--- config.mk ---
export PLATFORM = sky130hd
export DESIGN_NAME = output_writer
export DESIGN_NICKNAME = d
export VERILOG_FILES = /design/src/rtl/output_writer.sv
export SDC_FILE = /design/constraint.sdc
export NUM_CORES = 1
export LEC_CHECK = 0
export CAP_MARGIN = 20
export CORE_MARGIN = 1
export CORE_UTILIZATION = 50
export CTS_BUF_LIST = sky130_fd_sc_hd__clkbuf_4 sky130_fd_sc_hd__clkbuf_8
export CTS_CLUSTER_SIZE = 24
export DETAILED_ROUTE_END_ITERATION = 10
export PLACE_DENSITY = 0.86
export SYNTH_ARGS = -nofsm -noshare
export SYNTH_HDL_FRONTEND = slang
export SYNTH_SLANG_ARGS = --single-unit
--- constraint.sdc ---
create_clock -name clock -period 5.15 [get_ports clock]
set_input_delay 1.03 -clock clock [delete_from_list [all_inputs] [get_ports clock]]
set_output_delay 1.03 -clock clock [all_outputs]
set_load 0.03 [all_outputs]
--- src/rtl/output_writer.sv ---
// Result writer: sequences step2 out_select over the dot results and
// streams each registered result into the output memory at base+k.
//
// Ports:
//   clock, reset_n              clock, async active-low reset
//   results_valid, base_address job request pulse and its base address
//   output_data                 step2 result, one cycle after out_select
//   out_select                  result index driven to step2
//   mem_address/data/we         registered output-memory write port
//   busy, done, overrun         job active, last-write pulse, dropped request
module output_writer #(
   parameter int ADDR_W  = 8,
   parameter int NUM_OUT = 8,
   parameter int DATA_W  = 16
) (
   input  logic              clock,
   input  logic              reset_n,
   input  logic              results_valid,
   input  logic [ADDR_W-1:0] base_address,
   input  logic [DATA_W-1:0] output_data,
   output logic [2:0]        out_select,
   output logic [ADDR_W-1:0] mem_address,
   output logic [DATA_W-1:0] mem_data,
   output logic              mem_we,
   output logic              busy,
   output logic              done,
   output logic              overrun
);

   typedef enum logic [1:0] {
      ST_IDLE,
      ST_SEL,
      ST_DRAIN
   } state_t;

   localparam logic [2:0] LAST = 3'(NUM_OUT - 1);

   state_t            r_state, w_state_nxt;
   logic [2:0]        r_idx, w_idx_nxt;
   logic              r_drain, w_drain_nxt;
   logic [ADDR_W-1:0] r_base, w_base_nxt;
   logic              r_pend, w_pend_nxt;
   logic [ADDR_W-1:0] r_pend_base, w_pend_base_nxt;
   logic [2:0]        r_last_sel;

   // write pipeline: stage 1 tags the select cycle, stage 2 is the port
   logic              r_v1;
   logic              r_last1;
   logic [ADDR_W-1:0] r_addr1;
   logic              r_we;
   logic              r_done;
   logic              r_ovr;
   logic [ADDR_W-1:0] r_addr;
   logic [DATA_W-1:0] r_data;

   logic w_in_sel;
   logic w_is_last;
   logic w_req;
   logic w_start;
   logic w_ovr;

   assign w_in_sel  = (r_state == ST_SEL);
   assign w_is_last = (r_idx == LAST);
   assign w_req     = r_pend | results_valid;

   always_comb begin
      w_state_nxt     = r_state;
      w_idx_nxt       = r_idx;
      w_drain_nxt     = r_drain;
      w_base_nxt      = r_base;
      w_pend_nxt      = r_pend;
      w_pend_base_nxt = r_pend_base;
      w_start         = 1'b0;
      w_ovr           = 1'b0;

      unique case (r_state)
         ST_IDLE: begin
            if (results_valid) begin
               w_state_nxt = ST_SEL;
               w_idx_nxt   = 3'd0;
               w_base_nxt  = base_address;
            end
         end
         ST_SEL: begin
            if (!w_is_last) begin
               w_idx_nxt = r_idx + 3'd1;
            end else if (w_req) begin
               w_start   = 1'b1;
               w_idx_nxt = 3'd0;
            end else begin
               w_state_nxt = ST_DRAIN;
               w_drain_nxt = 1'b0;
            end
         end
         ST_DRAIN: begin
            if (w_req) begin
               w_start     = 1'b1;
               w_state_nxt = ST_SEL;
               w_idx_nxt   = 3'd0;
            end else if (r_drain) begin
               w_state_nxt = ST_IDLE;
            end else begin
               w_drain_nxt = 1'b1;
            end
         end
         default: begin
            w_state_nxt = ST_IDLE;
         end
      endcase

      // pending request is older, so it always wins the next job
      if (w_start) begin
         w_base_nxt = r_pend ? r_pend_base : base_address;
      end

      if (r_state != ST_IDLE) begin
         if (w_start && r_pend) begin
            w_pend_nxt = results_valid;
            if (results_valid) begin
               w_pend_base_nxt = base_address;
            end
         end else if (results_valid && !w_start) begin
            if (r_pend) begin
               w_ovr = 1'b1;
            end else begin
               w_pend_nxt      = 1'b1;
               w_pend_base_nxt = base_address;
            end
         end
      end
   end

   always_ff @(posedge clock or negedge reset_n) begin
      if (!reset_n) begin
         r_state     <= ST_IDLE;
         r_idx       <= 3'd0;
         r_drain     <= 1'b0;
         r_base      <= '0;
         r_pend      <= 1'b0;
         r_pend_base <= '0;
         r_last_sel  <= 3'd0;
      end else begin
         r_state     <= w_state_nxt;
         r_idx       <= w_idx_nxt;
         r_drain     <= w_drain_nxt;
         r_base      <= w_base_nxt;
         r_pend      <= w_pend_nxt;
         r_pend_base <= w_pend_base_nxt;
         if (w_in_sel) begin
            r_last_sel <= r_idx;
         end
      end
   end

   always_ff @(posedge clock or negedge reset_n) begin
      if (!reset_n) begin
         r_v1    <= 1'b0;
         r_last1 <= 1'b0;
         r_addr1 <= '0;
         r_we    <= 1'b0;
         r_done  <= 1'b0;
         r_ovr   <= 1'b0;
         r_addr  <= '0;
         r_data  <= '0;
      end else begin
         r_v1    <= w_in_sel;
         r_last1 <= w_in_sel & w_is_last;
         r_addr1 <= r_base + ADDR_W'(r_idx);
         r_we    <= r_v1;
         r_done  <= r_v1 & r_last1;
         r_ovr   <= w_ovr;
         if (r_v1) begin
            r_addr <= r_addr1;
            r_data <= output_data;
         end
      end
   end

   // DRAIN and IDLE keep the last index so step2 output stays stable
   assign out_select  = w_in_sel ? r_idx : r_last_sel;
   assign mem_address = r_addr;
   assign mem_data    = r_data;
   assign mem_we      = r_we;
   assign done        = r_done;
   assign overrun     = r_ovr;
   assign busy        = (r_state != ST_IDLE) | r_pend | r_v1 | r_we;

endmodule

==> impl_results.md <==
- Top-area cell type share of the netlist area: 58.6%
- CP required: 4.12 ns
- Gr ovfl total: 0
- Logic pwr share: 40.8%
- Syn nets: 235
- Setup repair after global routing missed its margin: no
- Syn avg cell area: 13.6 sq um
- Leakage: 1.54 nW
- CTS root buf: clkbuf_8
- Clock H-tree levels: 3
- Total of max-cap violations: 0
- Vias in the first global route: 1,604
- Maximum clock insertion buffer count: 2
- Initial antenna violation count: 0
- Critical path startpoint category: flop
- Core ar.: 5140 sq um
- Global-route usage over all layers: 19.2%
- First-pass GRT wire length: 7.72 mm
- CTS Buf Count: 9
- DRC Markers: 0
- Sw Ratio: 35.1%
- Clock Power Share: 21.5%
- Setup TNS Final: 0 ns
- Post-synth top area cell: dfrtp_1
- Overall Power: 2.18 mW
- CTS tree: yes
- Die ar.: 5680 sq um
- Power Density: 616 nW/um^2
- Final hold violations: 0
- Drt via density: 5.18
- Number of I/O pins: 58
- Layout overhead on the synthesized area: 31.4%
- Fin. max-slew vios: 0
- Crit path max fanout: 27
- Iter 0 DRT Violations: 117
- Post-synth EDFFs: 0
- Number of port buffers: 57
- Nature of the critical path endpoint: primary output
- Register share of total power: 37.7%
- Layout fillers: 391
- Clk Latency, worst-skew pair: 0.34 ns
- DPL Wire Length: 3.39 mm
- Fin crit share: 69.0%
- DRT Pass-1 Iters: 4
- Worst relative slew slack: 31.4%
- Async S/R FF share, synth: 100%
- Layout cells sized above 1: 22.6%
- Area contributors post-synth: dfrtp_1 (59%), mux2_2 (15%), ha_1 (4.2%)
- CTS Sinks: 63
- Hold Crit Class: flop to flop
- Cell row count: 26
- Routed wire length: 4.96 mm
- Reg2Reg Depth: 6
- Worst VDD drop: 0.235 mV
- Cell Int Power: 1.41 mW
- Wire length per cell: 14.8 um
- Die Wd: 75.4 um
- Clock Skew: 0.00739 ns
- Post-synthesis register bit count: 63
- Worst hold slack: 0.457 ns
- Largest net degree at the start of global routing: 64
- Arrival @ worst endpoint: 2.52 ns
- Vias post-DR: 1,742
- Die height: 75.4 um
- # setup viols final: 0
- Status: completed
- Cell area after synthesis: 2690 sq um
- Top-count cell post-synth: dfrtp_1
- Post-synthesis sequential area ratio: 58.6%
- Worst-path clk slew: 0.06 ns
- Synth unique cells: 40
- # resized after CTS: 0
- Cts hold-fix bufs: 0
- Ys flop type: dfrtp_1
- Top cells by count, synth: dfrtp_1 (63), mux2_2 (36), inv_1 (10)
- Antenna cells: 0
- Nets@finish: 298
- GPL Wtd Cong: 0.833
- Total net switching power: 0.764 mW
- Synth warn: 0
- Setup Crit Path Kind: flop to primary output
- Antenna-violating nets left: 0
- Number of setup buffers added after CTS: 0
- Worst-margin pin slew: 1.03 ns
- Hold path depth: 1
- Initial Util: 52.4%
- Syn Inst Count: 198
- Tmin final: 3.55 ns
- FMAX: 282 MHz
state kept, by name, summed over array words and instances, names as in the netlist:
name         cells
r_drain          1
mem_we           1
r_pend_base      8
r_v1             1
done             1
r_idx            3
r_addr1          8
r_last_sel       3
mem_address      8
r_last1          1
r_state          2
overrun          1
r_base           8
r_pend           1
mem_data        16
stage by stage:
| step | instances | utilization (%) | instance area (sq um) | setup slack [ns] |
|---|---|---|---|---|
| 5_1_grt | 336 | 68.8 | 3540 | 1.50 |
| 3_5_place_dp | 320 | 64.6 | 3320 | 1.95 |
| 2_1_floorplan | 198 | - | 2690 | 2.68 |
| 6_report | 336 | 68.8 | 3540 | 1.60 |
| 4_1_cts | 336 | 68.8 | 3540 | 1.57 |
| 3_3_place_gp | 320 | 64.6 | 3320 | 1.94 |
cells in the final DEF (no fill, tap or decap), types with 2 or more instances in the layout:
master           count
dfrtp_1             63
clkdlybuf4s50_1     56
mux2_2              36
inv_1               10
ha_1                 9
clkbuf_8             9
o22a_1               8
o21a_1               8
nand2_1              6
a31oi_1              5
o21ai_0              4
xnor2_1              4
a21oi_1              4
nor2_1               4
nor2b_1              3
clkbuf_4             3
a21o_1               2
xor2_1               2
and2_1               2
nand3_1              2
nand4_1              2
clkinv_2             2
bufinv_16            2
final timing paths:
check	from	end	slack, ns
worst max-delay path	r_v1$_DFF_PN0_	busy	1.60
max in group asynchronous	reset_n	mem_data[15]$_DFFE_PN0P_	3.80
worst min register to register	r_last1$_DFF_PN0_	done$_DFF_PN0_	0.46
worst max register to register	r_idx[0]$_DFFE_PN0P_	r_pend_base[1]$_DFFE_PN0P_	2.92
min in group asynchronous	reset_n	r_state[1]$_DFFE_PN0P_	0.85
worst min-delay path	r_last1$_DFF_PN0_	done$_DFF_PN0_	0.46
area by class of cell:
cell class / instances / area [sq um] / share of cell area [%]
Tap cell: 70 / 87.6 / 2.48
Sequential cell: 63 / 1580 / 44.6
Inverter: 10 / 37.5 / 1.06
Clock inverter: 4 / 70.1 / 1.98
Clock buffer: 12 / 146 / 4.14
Timing Repair Buffer: 58 / 573 / 16.2
Multi-Input combinational cell: 119 / 1050 / 29.6
power by group through the flow:
| stage | clock, mW | combinational, mW | sequential [mW] |
|---|---|---|---|
| 6_report | 0.467 | 0.889 | 0.822 |
| 3_5_place_dp | 0 | 0.891 | 0.835 |
| 2_1_floorplan | 0 | 0.411 | 0.980 |
| 3_3_place_gp | 0 | 0.867 | 0.822 |
| 4_1_cts | 0.475 | 0.895 | 0.826 |
| 5_1_grt | 0.498 | 0.954 | 0.847 |
critical path, stage by stage (launching register included):
cell	delay, ns
dfrtp_1	0.76
or4b_2	0.80
clkdlybuf4s50_1	0.62
routing by layer:
layer  vias up  routed length [um]  global-route usage, %
li1        836                   -                      -
met1       863                2190                   25.2
met2        38                2490                   28.9
met3         5                 201                   5.42
met4         0                  79                   11.1
met5         -                   0                      0
kinds of logic (layout without fill, tap and decap cells):
logic type,Yosys count,in the layout,share of synthesized area (%)
xor gates and xnor gates,6,6,1.95
AOI/OAI and AO/OA,39,39,11.0
and+or+nand+nor,28,28,5.95
buffers and inverters,16,84,2.60
DFF,63,63,58.6
adders and majority gates,10,10,4.93
muxes,36,36,15.1
No activity file was read; power rests on OpenSTA's default activity.
